### src/rtl/note_map_sequencer_if.sv
// Pattern-ROM and note-lane bus of the note map sequencer.
// Handshake: there is no valid/ready pair on this bus. rom_data must hold the row
// addressed by rom_addr one clk after rom_addr was presented (synchronous ROM), and
// map/step are single-cycle strobes that downstream lanes must accept without backpressure.
interface note_map_sequencer_if #(
    parameter int LANES = 6,
    parameter int AW    = 6
);
    logic             start;
    logic             pause;
    logic [AW-1:0]    rom_addr;
    logic [LANES-1:0] rom_data;
    logic [LANES-1:0] map;
    logic             step;
    logic [AW-1:0]    beat_idx;
    logic             playing;
    logic             done;
    logic [1:0]       state_dbg;

    // Sequencer side: owns the ROM address and the lane strobes.
    modport master (
        input  start, pause, rom_data,
        output rom_addr, map, step, beat_idx, playing, done, state_dbg
    );

    // Environment side: game controller, pattern ROM and lane generators.
    modport slave (
        output start, pause, rom_data,
        input  rom_addr, map, step, beat_idx, playing, done, state_dbg
    );
endinterface

### src/rtl/note_map_sequencer.sv
// Walks a song pattern ROM at a fixed step rate and emits one-cycle per-lane map
// strobes for every row, plus play/pause/done status for the game controller.
module note_map_sequencer #(
    parameter int LANES    = 6,
    parameter int TICK_DIV = 2500000,
    parameter int SONG_LEN = 64,
    parameter int AW       = 6,
    parameter int LOOP     = 0
) (
    input  logic                  clk,
    input  logic                  resetn,
    note_map_sequencer_if.master  bus
);
    localparam int DW = (TICK_DIV > 1) ? $clog2(TICK_DIV) : 1;
    localparam logic [DW-1:0] TICK_LAST = DW'(TICK_DIV - 1);
    localparam logic [AW-1:0] LAST_ROW  = AW'(SONG_LEN - 1);

    typedef enum logic [1:0] {
        IDLE  = 2'd0,
        PRIME = 2'd1,
        PLAY  = 2'd2,
        DONE  = 2'd3
    } state_t;

    state_t           state;
    logic [DW-1:0]    div;
    logic [AW-1:0]    rom_addr_q;
    logic [AW-1:0]    beat_idx_q;
    logic [LANES-1:0] map_q;
    logic             step_q;
    logic             playing_q;
    logic             done_q;

    assign bus.rom_addr  = rom_addr_q;
    assign bus.map       = map_q;
    assign bus.step      = step_q;
    assign bus.beat_idx  = beat_idx_q;
    assign bus.playing   = playing_q;
    assign bus.done      = done_q;
    assign bus.state_dbg = state;

    // Sequencer FSM: start/restart, one ROM-latency prime cycle, paced row stepping, end of song.
    always_ff @(posedge clk or negedge resetn) begin
        if (!resetn) begin
            state      <= IDLE;
            div        <= '0;
            rom_addr_q <= '0;
            beat_idx_q <= '0;
            map_q      <= '0;
            step_q     <= 1'b0;
            playing_q  <= 1'b0;
            done_q     <= 1'b0;
        end else begin
            // Strobes live for exactly one cycle after a tick edge.
            map_q  <= '0;
            step_q <= 1'b0;
            case (state)
                IDLE, DONE: begin
                    if (bus.start) begin
                        state      <= PRIME;
                        rom_addr_q <= '0;
                        div        <= '0;
                        beat_idx_q <= '0;
                        playing_q  <= 1'b1;
                        done_q     <= 1'b0;
                    end
                end
                PRIME: begin
                    // Row 0 is being read during this cycle; it is valid in PLAY.
                    state <= PLAY;
                    div   <= '0;
                end
                PLAY: begin
                    // A paused cycle freezes the divider, so a tick due on that edge is deferred.
                    if (!bus.pause) begin
                        if (div == TICK_LAST) begin
                            div        <= '0;
                            map_q      <= bus.rom_data;
                            step_q     <= 1'b1;
                            beat_idx_q <= rom_addr_q;
                            if (rom_addr_q != LAST_ROW) begin
                                rom_addr_q <= rom_addr_q + AW'(1);
                            end else if (LOOP != 0) begin
                                rom_addr_q <= '0;
                            end else begin
                                // done rises together with the final map pulse.
                                state     <= DONE;
                                playing_q <= 1'b0;
                                done_q    <= 1'b1;
                            end
                        end else begin
                            div <= div + DW'(1);
                        end
                    end
                end
                default: state <= IDLE;
            endcase
        end
    end
endmodule

### src/flat_wrapper.sv
// flat-port wrapper written by rule: the top's interface ports become plain ports
module note_map_sequencer_flat 
#(
    parameter int LANES    = 6,
    parameter int TICK_DIV = 2500000,
    parameter int SONG_LEN = 64,
    parameter int AW       = 6,
    parameter int LOOP     = 0
)
  (clk, resetn, bus_start, bus_pause, bus_rom_data, bus_rom_addr, bus_map, bus_step, bus_beat_idx, bus_playing, bus_done, bus_state_dbg);
  note_map_sequencer_if #(.LANES(LANES), .AW(AW)) bus_i ();
  input  logic clk;
  input  logic resetn;
  input wire logic [$bits(bus_i.start)-1:0] bus_start;
  input wire logic [$bits(bus_i.pause)-1:0] bus_pause;
  input wire logic [$bits(bus_i.rom_data)-1:0] bus_rom_data;
  output wire logic [$bits(bus_i.rom_addr)-1:0] bus_rom_addr;
  output wire logic [$bits(bus_i.map)-1:0] bus_map;
  output wire logic [$bits(bus_i.step)-1:0] bus_step;
  output wire logic [$bits(bus_i.beat_idx)-1:0] bus_beat_idx;
  output wire logic [$bits(bus_i.playing)-1:0] bus_playing;
  output wire logic [$bits(bus_i.done)-1:0] bus_done;
  output wire logic [$bits(bus_i.state_dbg)-1:0] bus_state_dbg;
  assign bus_i.start = bus_start;
  assign bus_i.pause = bus_pause;
  assign bus_i.rom_data = bus_rom_data;
  assign bus_rom_addr = bus_i.rom_addr;
  assign bus_map = bus_i.map;
  assign bus_step = bus_i.step;
  assign bus_beat_idx = bus_i.beat_idx;
  assign bus_playing = bus_i.playing;
  assign bus_done = bus_i.done;
  assign bus_state_dbg = bus_i.state_dbg;
  note_map_sequencer #(.LANES(LANES), .TICK_DIV(TICK_DIV), .SONG_LEN(SONG_LEN), .AW(AW), .LOOP(LOOP)) u_core (.clk(clk), .resetn(resetn), .bus(bus_i));
endmodule
### config.mk
export PLATFORM = sky130hd
export DESIGN_NAME = note_map_sequencer_flat
export DESIGN_NICKNAME = d
export VERILOG_FILES = /design/src/rtl/note_map_sequencer_if.sv /design/src/rtl/note_map_sequencer.sv /design/src/flat_wrapper.sv
export SDC_FILE = /design/constraint.sdc
export NUM_CORES = 1
export LEC_CHECK = 0
export BUFFER_PORTS_ARGS = -buffer_cell sky130_fd_sc_hd__clkbuf_2
export CORE_ASPECT_RATIO = 0.8
export CORE_MARGIN = 2
export CORE_UTILIZATION = 51
export CTS_BUF_LIST = sky130_fd_sc_hd__clkbuf_2 sky130_fd_sc_hd__clkbuf_4 sky130_fd_sc_hd__clkbuf_8
export CTS_CLUSTER_DIAMETER = 50
export CTS_CLUSTER_SIZE = 8
export DETAILED_ROUTE_END_ITERATION = 12
export PLACE_DENSITY = 0.75
export REMOVE_ABC_BUFFERS = 1
export SYNTH_ARGS = -nofsm -noshare
export SYNTH_HDL_FRONTEND = slang
export SYNTH_SLANG_ARGS = --single-unit
### constraint.sdc
create_clock -name clk -period 3.6 [get_ports clk]
set_input_delay 0.9 -clock clk [delete_from_list [all_inputs] [get_ports clk]]
set_output_delay 0.9 -clock clk [all_outputs]
set_load 0.005 [all_outputs]
---- After elaboration in Yosys (flattened, before gate mapping) ----
Index checks and enable logic that the tools add are counted.
cells by class
  equality and inequality tests ........... 10
  reduce and logical (&&, ||, !) cells .... 8
  add/subtract/negate cells ............... 2
  multiplexer cells ....................... 33
operator list
  cell                                                                     number
  22-bit two-way mux                                                       3
  22-bit one-hot mux with 3 select lines                                   1
  6-bit two-way mux                                                        9
  6-bit one-hot mux with 2 select lines                                    2
  22-bit by 1-bit adder with 22-bit output, second input constant          1
  22-bit equality test, second input constant                              1
  1-bit two-way mux                                                        11
  5-bit AND reduction                                                      2
  2-bit two-way mux                                                        4
  4-bit AND reduction                                                      2
  6-bit by 1-bit adder with 6-bit output, second input constant            1
  2-bit inequality test, second input constant                             3
  6-bit inequality test, second input constant                             1
  2-bit one-hot mux with 3 select lines                                    1
  2-bit equality test, second input constant                               2
  2-bit by 1-bit inequality test with 1-bit output, second input constant  2
  1-bit one-hot mux with 2 select lines                                    2
  2-bit by 1-bit equality test with 1-bit output, second input constant    1
  2-bit zero test                                                          1
  2-bit AND reduction                                                      1
  2-bit nonzero test                                                       1
  2-bit OR reduction                                                       1
word-level totals
  input port bits ......................... 10
  word-level logic and storage cells ...... 61
  bits in registers ....................... 45

---- Logic depth before layout (Yosys ltp) ----
Gate-level depths: netlist of the first run.
  depth in word-level cells ............... 5
  gate-level depth with buffers ........... 9

---- Worst setup path before layout of the first run ----
No wires, ideal clock.
  kind .................................... reg-to-reg
  from .................................... reg u_core.div[5]
  to ...................................... reg u_core.state[1], in the netlist u_core.bus.state_dbg[1]
  data required time ...................... 3476 ps
  path slack .............................. 1587 ps
  stages on the path, launching flop included .. 7
  clock period less this slack ............ 2013 ps
  data arrival time ....................... 1889 ps
  cell sequence ........................... dfrtp_1 -> buf_6 -> or4_4 -> nor4_4 -> nand3_1 -> a21o_1 -> a211o_1
between the ends
  word-level cells in the longest chain between the ends .. 3
ends and longest elaborated chain
  item                                                        line                      source
  start: declaration                                          note_map_sequencer.sv:26  logic [DW-1:0] div;
  start signal: assignment                                    note_map_sequencer.sv:92  div <= div + DW'(1);
  22-bit equality test                                        note_map_sequencer.sv:76  if (div == TICK_LAST) begin
  2-bit by 1-bit inequality test with 1-bit output (no line)  -
  4-bit AND reduction (no line)                               -
  end signal: assignment                                      note_map_sequencer.sv:70  state <= PLAY;
  end signal: assignment                                      note_map_sequencer.sv:87  state <= DONE;
  end signal: assignment                                      note_map_sequencer.sv:96  default: state <= IDLE;
  end: declaration                                            note_map_sequencer.sv:25  state_t state;
Every way passes these cells.
A chain may end at the register's enable or synchronous reset.

---- Final worst setup path of the first run ----
  from .................................... reg u_core.state[0], in the netlist u_core.bus.state_dbg[0]
  to ...................................... reg u_core.playing_q, in the netlist u_core.bus.playing
between the ends
  word-level cells in the longest chain between the ends .. 4
  elaborated cells on any way between the ends .. 11
  those cells by class .................... eq/ne (6); mux (1); reduce/logical (4)
ends and longest elaborated chain
  item                                                                   line                      source
  start signal: assignment                                               note_map_sequencer.sv:45  state <= IDLE;
  start signal: assignment                                               note_map_sequencer.sv:60  state <= PRIME;
  start signal: assignment                                               note_map_sequencer.sv:70
  2-bit equality test or 2-bit zero test (tied branches)                 note_map_sequencer.sv:57  case (state)
  2-bit OR reduction                                                     note_map_sequencer.sv:57
  2-bit inequality test (no line) or 2-bit nonzero test (tied branches)  -
  5-bit AND reduction (no line)                                          -
  end signal: assignment                                                 note_map_sequencer.sv:51  playing_q <= 1'b0;
  end signal: assignment                                                 note_map_sequencer.sv:64  playing_q <= 1'b1;
  end signal: assignment                                                 note_map_sequencer.sv:88  playing_q <= 1'b0;
  end: declaration                                                       note_map_sequencer.sv:31  logic playing_q;
Parallel ways exist; a longest one is shown, timed or not.

==> results of run 1 <==
[cell usage after synthesis, types with 7 or more instances]
| cell type | count |
|---|---|
| sky130_fd_sc_hd__xnor2_1 | 9 |
| sky130_fd_sc_hd__nor4_1 | 10 |
| sky130_fd_sc_hd__nor3_1 | 9 |
| sky130_fd_sc_hd__nand4_1 | 8 |
| sky130_fd_sc_hd__nand3_1 | 27 |
| sky130_fd_sc_hd__dfrtp_1 | 45 |
| sky130_fd_sc_hd__and2_1 | 8 |
| sky130_fd_sc_hd__nand2_1 | 33 |
| sky130_fd_sc_hd__inv_1 | 7 |
| sky130_fd_sc_hd__nor2_1 | 18 |
| sky130_fd_sc_hd__o21ai_0 | 7 |
[routing by layer]
| metal | vias up | part of all wire | GRT usage | routed length, um |
|---|---|---|---|---|
| met5 | - | 0 | 0 | 0 |
| met1 | 1019 | 0.51 | 0.362 | 2830 |
| met3 | 4 | 0.072 | 0.0451 | 399 |
| li1 | 1022 | - | - | - |
| met2 | 73 | 0.41 | 0.313 | 2270 |
| met4 | 0 | 0.0065 | 0.0614 | 36 |
[stage by stage]
step	hold slack, ns	cells
6_report	0.527	353
3_3_place_gp	0.508	346
2_1_floorplan	0.477	249
4_1_cts	0.528	353
5_1_grt	0.553	353
3_5_place_dp	0.511	346
[cells in the final DEF, fill, tap and decap left out, types with 7 or more instances in the layout]
master / n
sky130_fd_sc_hd__and2_1: 8
sky130_fd_sc_hd__clkbuf_2: 32
sky130_fd_sc_hd__dfrtp_1: 45
sky130_fd_sc_hd__inv_1: 7
sky130_fd_sc_hd__nand2_1: 33
sky130_fd_sc_hd__nand3_1: 27
sky130_fd_sc_hd__nand4_1: 8
sky130_fd_sc_hd__nor2_1: 18
sky130_fd_sc_hd__nor3_1: 9
sky130_fd_sc_hd__nor4_1: 10
sky130_fd_sc_hd__xnor2_1: 9
[report_power, final]
| group | total, uW | switching, uW | internal [uW] |
|---|---|---|---|
| Combinational | 417 | 299 | 118 |
| Clock | 317 | 157 | 160 |
| Sequential | 546 | 20.9 | 525 |
[sequential cells by signal, summed over array words and instances (netlist names)]
name / count
u_core.bus.rom_addr: 6
u_core.div: 22
u_core.bus.done: 1
u_core.bus.step: 1
u_core.bus.playing: 1
u_core.bus.map: 6
u_core.bus.state_dbg: 2
u_core.bus.beat_idx: 6
[worst paths after layout]
| path | to | slack (ns) | cells past startpoint |
|---|---|---|---|
| worst max register to register | u_core.bus.playing$_DFFE_PN0P_ | 0.97 | 8 |
| worst max-delay path | u_core.bus.playing$_DFFE_PN0P_ | 0.97 | 8 |
| min in group asynchronous | u_core.bus.beat_idx[4]$_DFFE_PN0P_ | 0.59 | 1 |
| worst min register to register | u_core.bus.beat_idx[1]$_DFFE_PN0P_ | 0.53 | 2 |
| max in group asynchronous | u_core.div[21]$_DFFE_PN0P_ | 2.27 | 2 |
| worst min-delay path | u_core.bus.beat_idx[1]$_DFFE_PN0P_ | 0.53 | 2 |
[kinds of logic (layout without fill, tap and decap cells)]
group | count (synthesis) | count (layout)
simple gates | 143 | 143
xor+xnor | 9 | 9
mux | 1 | 1
fa+ha+maj | 5 | 5
flops | 45 | 45
buf+inv | 20 | 52
compound gates | 38 | 38
[worst reg2reg max path, delay by kind of cell, from the launching register on]
family | cells | cell delay, ns
buffers and inverters | 2 | 0.32
DFF | 1 | 0.41
AOI/OAI and AO/OA | 3 | 0.74
adders and majority gates | 1 | 0.27
and+or+nand+nor | 2 | 0.72
[cell type report]
type | instances | area, sq um
sequential | 45 | 1130
multi-input combinational | 196 | 1220
tap | 60 | 75.1
clock buffer | 7 | 90.1
timing repair buffer | 37 | 198
fill | 389 | 1860
inverter | 8 | 30.0
==> Flow_metrics.wiki, run 1 <==
{| class="wikitable"
! Metric !! Value
|-
| Outcome || complete, no violations
|-
| Type of the worst setup path || register to register
|-
| Layout overhead on the synthesized area || 11.7%
|-
| Number of vias per cell after detailed routing || 6.00
|-
| Setup total negative slack || 0 ns
|-
| Post-layout util || 0.595
|-
| Clock tree from TritonCTS || built
|-
| Most used cell, CP || sky130_fd_sc_hd__o21ai_0
|-
| Final setup violation count || 0
|-
| Largest fanout on the critical path || 23
|-
| Number of clock buffers inserted by TritonCTS || 5
|-
| Critical Path AT || 2.76 ns
|-
| R2r startpoint || u_core.bus.state_dbg[0]$_DFFE_PN0P_
|-
| Count of nets left with antenna violations after detail routing || 0
|-
| Endpoints failing hold || 0
|-
| Total count of max-transition violations in the final report || 0
|-
| Count of maximum capacitance violations || 0
|-
| Critical path startpoint || u_core.bus.state_dbg[0]$_DFFE_PN0P_
|-
| Data required time of the worst path || 3.73 ns
|-
| Estimated wirelength of the detail-placed design || 4030 um
|-
| Fin nets || 308
|-
| Height of the chip || 66.0 um
|-
| RSZ-0062 raised after global routing || no
|-
| Clock transition at path regs || 0.08 ns
|-
| Number of buffers inserted by port buffering || 32
|-
| Clock root buffer master || sky130_fd_sc_hd__clkbuf_8
|-
| Sequential-to-total area share from yosys stat || 0.460
|-
| Dominant combinational cell family by area after synthesis || simple AND/OR/NAND/NOR gates
|-
| Die ar. || 0.00537 sq mm
|-
| Synth cell types || 53
|-
| Worst VDD drop || 532 uV
|-
| Fin Clk Skew || 0.00686 ns
|-
| Clk_lat worst skew || 0.29 ns
|-
| Type of element capturing the critical path || register
|-
| Initial DRT Pass Iterations || 4
|-
| Via count || 2118
|-
| Starting DRC count in detailed routing || 172
|-
| Floorplan Core Area || 0.00460 sq mm
|-
| Mapped Area || 0.00245 sq mm
|-
| Synth area leaders || sky130_fd_sc_hd__dfrtp_1 (46%), sky130_fd_sc_hd__nand3_1 (5.5%), sky130_fd_sc_hd__nand2_1 (5.1%), sky130_fd_sc_hd__xnor2_1 (3.2%), sky130_fd_sc_hd__nor2_1 (2.8%)
|-
| Count of hold-fix buffers inserted at cts || 0
|-
| Worst Slack Setup Final || 0.973 ns
|-
| Compound-Gate Fraction of Synth Area || 0.109
|-
| Cell-by-cell trace of the critical path || inv_1 -> ha_1 -> buf_4 -> nand2_1 -> o211ai_1 -> or3_1 -> o21ai_0 -> o21ai_0
|-
| Upper clock frequency limit || 0.381 GHz
|-
| Share of final-layout standard cells stronger than drive strength 1 || 0.195
|-
| Count of yosys warnings during synthesis || 0
|-
| Via count of the first global-routing pass || 1913
|-
| Boundary Pins || 33
|-
| Simple-gate share of the synthesized area || 0.325
|-
| Number of synthesized register bits || 45
|-
| Starting density of the core || 0.533
|-
| Proportion of netlist area held by the largest area contributor || 0.460
|-
| Cell count after synthesis || 261
|-
| P_leak || 0.00120 uW
|-
| Count of buffering cells on the critical path with inverters included || 2
|-
| Slowest cell on crit path || sky130_fd_sc_hd__or3_1
|-
| Detailed-route wire length per cell || 15.7 um
|-
| Dominant delay contributor by cell family on the critical path || compound AO/OA/AOI/OAI gates
|-
| Antenna cell count || 0
|-
| Width of the chip || 81.5 um
|-
| Arithmetic-cell share of the synthesized area counting full adders, half adders and majority gates || 0.0255
|-
| Design area || 0.00274 sq mm
|-
| Maximum cell stage delay along the critical path || 0.61 ns
|-
| Remaining Overflow, GRT || 0
|-
| Max-slew headroom || 0.177
|-
| DRC || 0
|-
| Largest area contributor in the netlist || sky130_fd_sc_hd__dfrtp_1
|-
| Transition time at the pin with the least slew margin || 1.23 ns
|-
| Startpoint of the lowest-slack hold path || u_core.bus.beat_idx[1]$_DFFE_PN0P_
|-
| Setup bufs post-CTS || 0
|-
| Multiplexer area fraction after synthesis || 0.00409
|-
| Proportion of register bits with asynchronous set or reset after synthesis || 1.00
|-
| Placed inst area || 0.00265 sq mm
|-
| Setup Slack @ Placement || 0.942 ns
|-
| Post-synth EDFFs || 0
|-
| Xor/xnor share of the synthesized area || 0.0322
|-
| H-Tree Depth || 2
|-
| CP startpoint kind || register
|-
| Overall track demand over capacity in global routing || 0.229
|-
| Placer Congestion || 0.897
|-
| Number of sinks handled by clock tree synthesis || 45
|-
| CTS max path bufs || 2
|-
| Power density over cell area || 468 mW/mm^2
|-
| Largest net degree at the start of global routing || 26
|-
| Wire length of the first global-routing pass || 9400 um
|-
| Post-layout power || 1280 uW
|-
| Path class of the lowest-slack min-delay path || register to register
|-
| Number of antenna violations at the first check in global routing || 0
|-
| Primary FF master, synth || sky130_fd_sc_hd__dfrtp_1
|-
| Row Count || 22
|-
| Minimum clock period || 2.63 ns
|-
| Total wirelength of the detailed-routed design || 5530 um
|-
| Average footprint of a synthesized cell || 9.38 sq um
|-
| Post-CTS sizing || 0
|-
| Post-route fraction of the period consumed by the critical path || 0.730
|}
(Power assumes the default switching activity.)
==> run 2: changes to the inputs <==
clock period = 2.7 ns   (was 3.6 ns; I/O delays follow)
==> Flow_metrics.wiki, run 2 (synthesis results as in run 1) <==
{| class="wikitable"
! Metric !! Value
|-
| Initial DRT Pass Iterations || 4
|-
| Fin nets || 307
|-
| Fraction of met3 tracks used by global routing || 0.0437
|-
| Count of maximum capacitance violations || 0
|-
| Via count of the first global-routing pass || 1866
|-
| Clk network pwr share || 0.246
|-
| Post-route fraction of the period consumed by the critical path || 0.852
|-
| Wire length of the first global-routing pass || 9290 um
|-
| Count of nets left with antenna violations after detail routing || 0
|-
| Clock transition at path regs || 0.08 ns
|-
| Sequential Power Share || 0.432
|-
| R2r startpoint || u_core.div[9]$_DFFE_PN0P_
|-
| Net switching power figure || 638 uW
|-
| Fin Clk Skew || 0.00974 ns
|-
| Type of the worst setup path || register to register
|-
| Critical Path AT || 2.53 ns
|-
| Setup Slack @ Placement || 0.429 ns
|-
| Clock root buffer master || sky130_fd_sc_hd__clkbuf_8
|-
| Maximum cell stage delay along the critical path || 0.57 ns
|-
| Remaining Overflow, GRT || 0
|-
| Type of element capturing the critical path || register
|-
| Endpoints failing hold || 0
|-
| Height of the chip || 66.0 um
|-
| Final setup violation count || 0
|-
| Largest net degree at the start of global routing || 26
|-
| Clock tree from TritonCTS || built
|-
| Estimated wirelength of the detail-placed design || 4180 um
|-
| Number of vias per cell after detailed routing || 5.96
|-
| Starting DRC count in detailed routing || 158
|-
| P_leak || 0.00119 uW
|-
| CTS max path bufs || 2
|-
| Commonest non-fill, non-tap cell in the layout || sky130_fd_sc_hd__dfrtp_1
|-
| Most used cell, CP || sky130_fd_sc_hd__and2_1
|-
| Share of final-layout standard cells stronger than drive strength 1 || 0.195
|-
| Data required time of the worst path || 2.93 ns
|-
| Flop-to-flop setup slack || 0.40 ns
|-
| Overall track demand over capacity in global routing || 0.229
|-
| Floorplan Core Area || 0.00460 sq mm
|-
| Width of the chip || 81.5 um
|-
| Minimum clock period || 2.30 ns
|-
| Net switching fraction of the power || 0.380
|-
| Number of antenna violations at the first check in global routing || 0
|-
| Hold slack || 0.372 ns
|-
| Power density over cell area || 617 mW/mm^2
|-
| Number of buffers inserted by port buffering || 32
|-
| Most frequent cells in the layout || sky130_fd_sc_hd__dfrtp_1 (45), sky130_fd_sc_hd__nand2_1 (33), sky130_fd_sc_hd__clkbuf_2 (32)
|-
| Proportion of power drawn by combinational gates || 0.322
|-
| Placer Congestion || 0.877
|-
| H-Tree Depth || 2
|-
| Detailed-route wire length per cell || 15.9 um
|-
| Row Count || 22
|-
| Cell-by-cell trace of the critical path || or4_4 -> nor4_4 -> and2_1 -> nor3b_4 -> and2_1
|-
| R2R cell count || 5
|-
| Largest fanout on the critical path || 7
|-
| Number of sinks handled by clock tree synthesis || 45
|-
| Total count of max-transition violations in the final report || 0
|-
| Post-layout power || 1680 uW
|-
| Most Crowded Layer GR || met1
|-
| P_int || 1040 uW
|-
| Worst Slack Setup Final || 0.401 ns
|-
| Max-slew headroom || 0.498
|-
| Worst VDD drop || 670 uV
|-
| Number of flip-flops under the largest register name || 22
|-
| Global routing usage on met2 || 0.327
|-
| Count of filler cells inserted in the layout || 407
|-
| Antenna cell count || 0
|-
| Layout overhead on the synthesized area || 11.2%
|-
| Boundary Pins || 33
|-
| Count of hold-fix buffers inserted at cts || 0
|-
| Most flops, register || u_core.div
|-
| Total wirelength of the detailed-routed design || 5630 um
|-
| DRC || 0
|-
| Slowest cell on crit path || sky130_fd_sc_hd__or4_4
|-
| Upper clock frequency limit || 0.435 GHz
|-
| CP startpoint kind || register
|-
| RSZ-0062 raised after global routing || no
|-
| Transition time at the pin with the least slew margin || 0.752 ns
|-
| Number of clock buffers inserted by TritonCTS || 5
|-
| Die ar. || 0.00537 sq mm
|-
| Reg-to-reg endpoint || u_core.bus.map[1]$_DFF_PN0_
|-
| Starting density of the core || 0.533
|-
| Via count || 2104
|-
| Path class of the lowest-slack min-delay path || input pin to asynchronous set/reset pin
|-
| Met1 Track Usage GR || 0.346
|-
| Clk_lat worst skew || 0.30 ns
|-
| Outcome || complete, no violations
|-
| Post-CTS sizing || 0
|-
| Setup bufs post-CTS || 0
|}
## run 2: cell count changes in the layout (fill, tap and decap cells not counted)
| cell | previous run | this run |
|---|---|---|
| sky130_fd_sc_hd__buf_4 | 5 | 4 |
| sky130_fd_sc_hd__clkinv_2 | 0 | 2 |
| sky130_fd_sc_hd__clkbuf_8 | 6 | 5 |
## run 2: worst max-delay path: cells and delay by family (launching register included)
kind,cells,cell delay (ns)
flip-flops,1,0.45
AND/OR/NAND/NOR,5,1.77
## run 2: layout make-up
type / instances / area (sq um) / share of cell area
clock buffer: 6 / 76.3 / 0.0280
clock inverter: 2 / 10.0 / 0.00367
inverter: 8 / 30.0 / 0.0110
multi-input combinational: 196 / 1220 / 0.446
sequential: 45 / 1130 / 0.413
tap: 60 / 75.1 / 0.0276
timing repair buffer: 36 / 190 / 0.0698
## run 2: power by group through the flow
stage	Combinational, uW	Clock, uW	Sequential (uW)
floorplan	343	0	737
global placement	529	0	737
detailed placement	537	0	740
CTS	542	421	726
global route	608	456	731
finish	542	414	726
## run 2: worst max-delay path by stage
stage | start | cells past startpoint | slack, ns | endpoint
floorplan | u_core.bus.state_dbg[0]$_DFFE_PN0P_ | 7 | -0.09 | u_core.bus.rom_addr[4]$_DFFE_PN0P_
global placement | u_core.div[9]$_DFFE_PN0P_ | 5 | 0.45 | u_core.bus.map[0]$_DFF_PN0_
detailed placement | u_core.div[9]$_DFFE_PN0P_ | 5 | 0.43 | u_core.bus.map[1]$_DFF_PN0_
CTS | u_core.div[9]$_DFFE_PN0P_ | 5 | 0.41 | u_core.bus.map[1]$_DFF_PN0_
global route | u_core.bus.state_dbg[0]$_DFFE_PN0P_ | 6 | 0.16 | u_core.div[11]$_DFFE_PN0P_
finish | u_core.div[9]$_DFFE_PN0P_ | 5 | 0.40 | u_core.bus.map[1]$_DFF_PN0_
## run 2: stage by stage
stage | instance area (sq um) | TNS (ns) | util | cells
floorplan | 2370 | -0.192 | - | 249
global placement | 2640 | 0 | 0.574 | 345
detailed placement | 2640 | 0 | 0.574 | 345
CTS | 2720 | 0 | 0.593 | 353
global route | 2720 | 0 | 0.593 | 353
finish | 2720 | 0 | 0.593 | 353
## run 2: per-layer routing
| layer | wire length [um] | vias up |
|---|---|---|
| met4 | 94 | 0 |
| met2 | 2460 | 68 |
| met3 | 334 | 14 |
| li1 | - | 1022 |
| met5 | 0 | - |
| met1 | 2740 | 1000 |
==> run 3: changes to the inputs <==
RECOVER_POWER = 50   (was not set)
==> Flow_metrics.wiki, run 3 (synthesis results as in run 1) <==
{| class="wikitable"
! Metric !! Value
|-
| Post-CTS sizing || 0
|-
| Total count of max-transition violations in the final report || 0
|-
| Initial DRT Pass Iterations || 4
|-
| Setup Slack @ Placement || 0.429 ns
|-
| Number of buffers inserted by port buffering || 32
|-
| Detailed-route wire length per cell || 16.0 um
|-
| Count of filler cells inserted in the layout || 417
|-
| Final setup violation count || 0
|-
| Placer Congestion || 0.877
|-
| Estimated wirelength of the detail-placed design || 4180 um
|-
| Slowest cell on crit path || sky130_fd_sc_hd__or4_4
|-
| Post-layout power || 1680 uW
|-
| Number of clock buffers inserted by TritonCTS || 5
|-
| Number of standard cells in the layout, taps in and fillers out || 353
|-
| Type of element capturing the critical path || register
|-
| Most frequent cells in the layout || sky130_fd_sc_hd__dfrtp_1 (45), sky130_fd_sc_hd__nand2_1 (33), sky130_fd_sc_hd__nand3_1 (27)
|-
| Upper clock frequency limit || 0.437 GHz
|-
| Number of antenna violations at the first check in global routing || 0
|-
| H-Tree Depth || 2
|-
| Critical Path AT || 2.52 ns
|-
| Outcome || complete, no violations
|-
| Count of hold-fix buffers inserted at cts || 0
|-
| Starting DRC count in detailed routing || 160
|-
| Remaining Overflow, GRT || 0
|-
| Data required time of the worst path || 2.93 ns
|-
| Share of final-layout standard cells stronger than drive strength 1 || 0.164
|-
| RSZ-0062 raised after global routing || no
|-
| Minimum clock period || 2.29 ns
|-
| Power density over cell area || 621 mW/mm^2
|-
| P_leak || 0.00116 uW
|-
| CP startpoint kind || register
|-
| Placed inst area || 0.00264 sq mm
|-
| Width of the chip || 81.5 um
|-
| Clk_lat worst skew || 0.30 ns
|-
| Floorplan Core Area || 0.00460 sq mm
|-
| Wire length of the first global-routing pass || 9290 um
|-
| Via count || 2107
|-
| Transition time at the pin with the least slew margin || 1.31 ns
|-
| Antenna cell count || 0
|-
| Endpoints failing hold || 0
|-
| Layout overhead on the synthesized area || 10.7%
|-
| Flop-to-flop setup slack || 0.41 ns
|-
| Height of the chip || 66.0 um
|-
| Count of placed standard cells including taps || 345
|-
| Overall track demand over capacity in global routing || 0.229
|-
| Largest net degree at the start of global routing || 26
|-
| Path class of the lowest-slack min-delay path || register to register
|-
| Design area || 0.00271 sq mm
|-
| Cell-by-cell trace of the critical path || or4_4 -> nor4_4 -> and2_1 -> nor3b_4 -> and2_1
|-
| Hold slack || 0.538 ns
|-
| DRC || 0
|-
| Largest fanout on the critical path || 7
|-
| Total wirelength of the detailed-routed design || 5650 um
|-
| Boundary Pins || 33
|-
| Count of maximum capacitance violations || 0
|-
| Number of flip-flops under the largest register name || 22
|-
| CTS max path bufs || 2
|-
| Commonest non-fill, non-tap cell in the layout || sky130_fd_sc_hd__dfrtp_1
|-
| Setup bufs post-CTS || 0
|-
| Max-slew headroom || 0.129
|-
| Clock root buffer master || sky130_fd_sc_hd__clkbuf_8
|-
| Maximum cell stage delay along the critical path || 0.57 ns
|-
| Worst Slack Setup Final || 0.410 ns
|-
| Row Count || 22
|-
| Fin Clk Skew || 0.0106 ns
|-
| Clock transition at path regs || 0.09 ns
|-
| Number of sinks handled by clock tree synthesis || 45
|-
| Count of nets left with antenna violations after detail routing || 0
|-
| Most used cell, CP || sky130_fd_sc_hd__and2_1
|-
| Worst VDD drop || 678 uV
|-
| Starting density of the core || 0.533
|-
| Die ar. || 0.00537 sq mm
|-
| Number of vias per cell after detailed routing || 5.97
|-
| Post-route fraction of the period consumed by the critical path || 0.848
|-
| Clock tree from TritonCTS || built
|-
| Type of the worst setup path || register to register
|-
| Via count of the first global-routing pass || 1866
|-
| Fin nets || 307
|-
| Most flops, register || u_core.div
|}
run 3: final cells by class:
cell class                      instances  area, sq um  share of cell area
Inverter                                8         30.0              0.0111
Multi-Input combinational cell        196         1220               0.449
Clock inverter                          2         10.0             0.00369
Timing Repair Buffer                   36          176              0.0651
Tap cell                               60         75.1              0.0277
Clock buffer                            6         76.3              0.0282
Sequential cell                        45         1130               0.416
run 3: power by group:
part | leakage [uW] | internal, uW | switching, uW
Combinational | 0.000495 | 153 | 388
Clock | 0.0000484 | 190 | 228
Sequential | 0.000617 | 700 | 25.8
Total | 0.00116 | 1040 | 642
run 3: worst paths after layout:
| path | startpoint | end | cells after the start |
|---|---|---|---|
| worst max-delay path | u_core.div[9]$_DFFE_PN0P_ | u_core.bus.map[1]$_DFF_PN0_ | 5 |
| worst min-delay path | u_core.div[4]$_DFFE_PN0P_ | u_core.div[4]$_DFFE_PN0P_ | 1 |
| worst max register to register | u_core.div[9]$_DFFE_PN0P_ | u_core.bus.map[1]$_DFF_PN0_ | 5 |
| worst min register to register | u_core.div[4]$_DFFE_PN0P_ | u_core.div[4]$_DFFE_PN0P_ | 1 |
| max in group asynchronous | resetn | u_core.div[16]$_DFFE_PN0P_ | 2 |
| min in group asynchronous | resetn | u_core.bus.beat_idx[2]$_DFFE_PN0P_ | 1 |
run 3: critical path, delay by kind of cell, from the launching register on:
family / cells / cell delay [ns]
flip-flops: 1 / 0.45
AND/OR/NAND/NOR: 5 / 1.76
run 3: per-stage QoR:
stage | utilization | setup TNS, ns
2_1_floorplan | - | -0.192
3_3_place_gp | 0.574 | 0
3_5_place_dp | 0.574 | 0
4_1_cts | 0.593 | 0
5_1_grt | 0.590 | 0
6_report | 0.590 | 0
run 3: per-layer routing:
metal / share of wire / routed length, um / up-vias / GRT usage
met2: 0.43 / 2430 / 77 / 0.327
li1: - / - / 1022 / -
met5: 0 / 0 / - / 0
met1: 0.49 / 2750 / 996 / 0.346
met3: 0.068 / 384 / 12 / 0.0437
met4: 0.016 / 89 / 0 / 0.0763
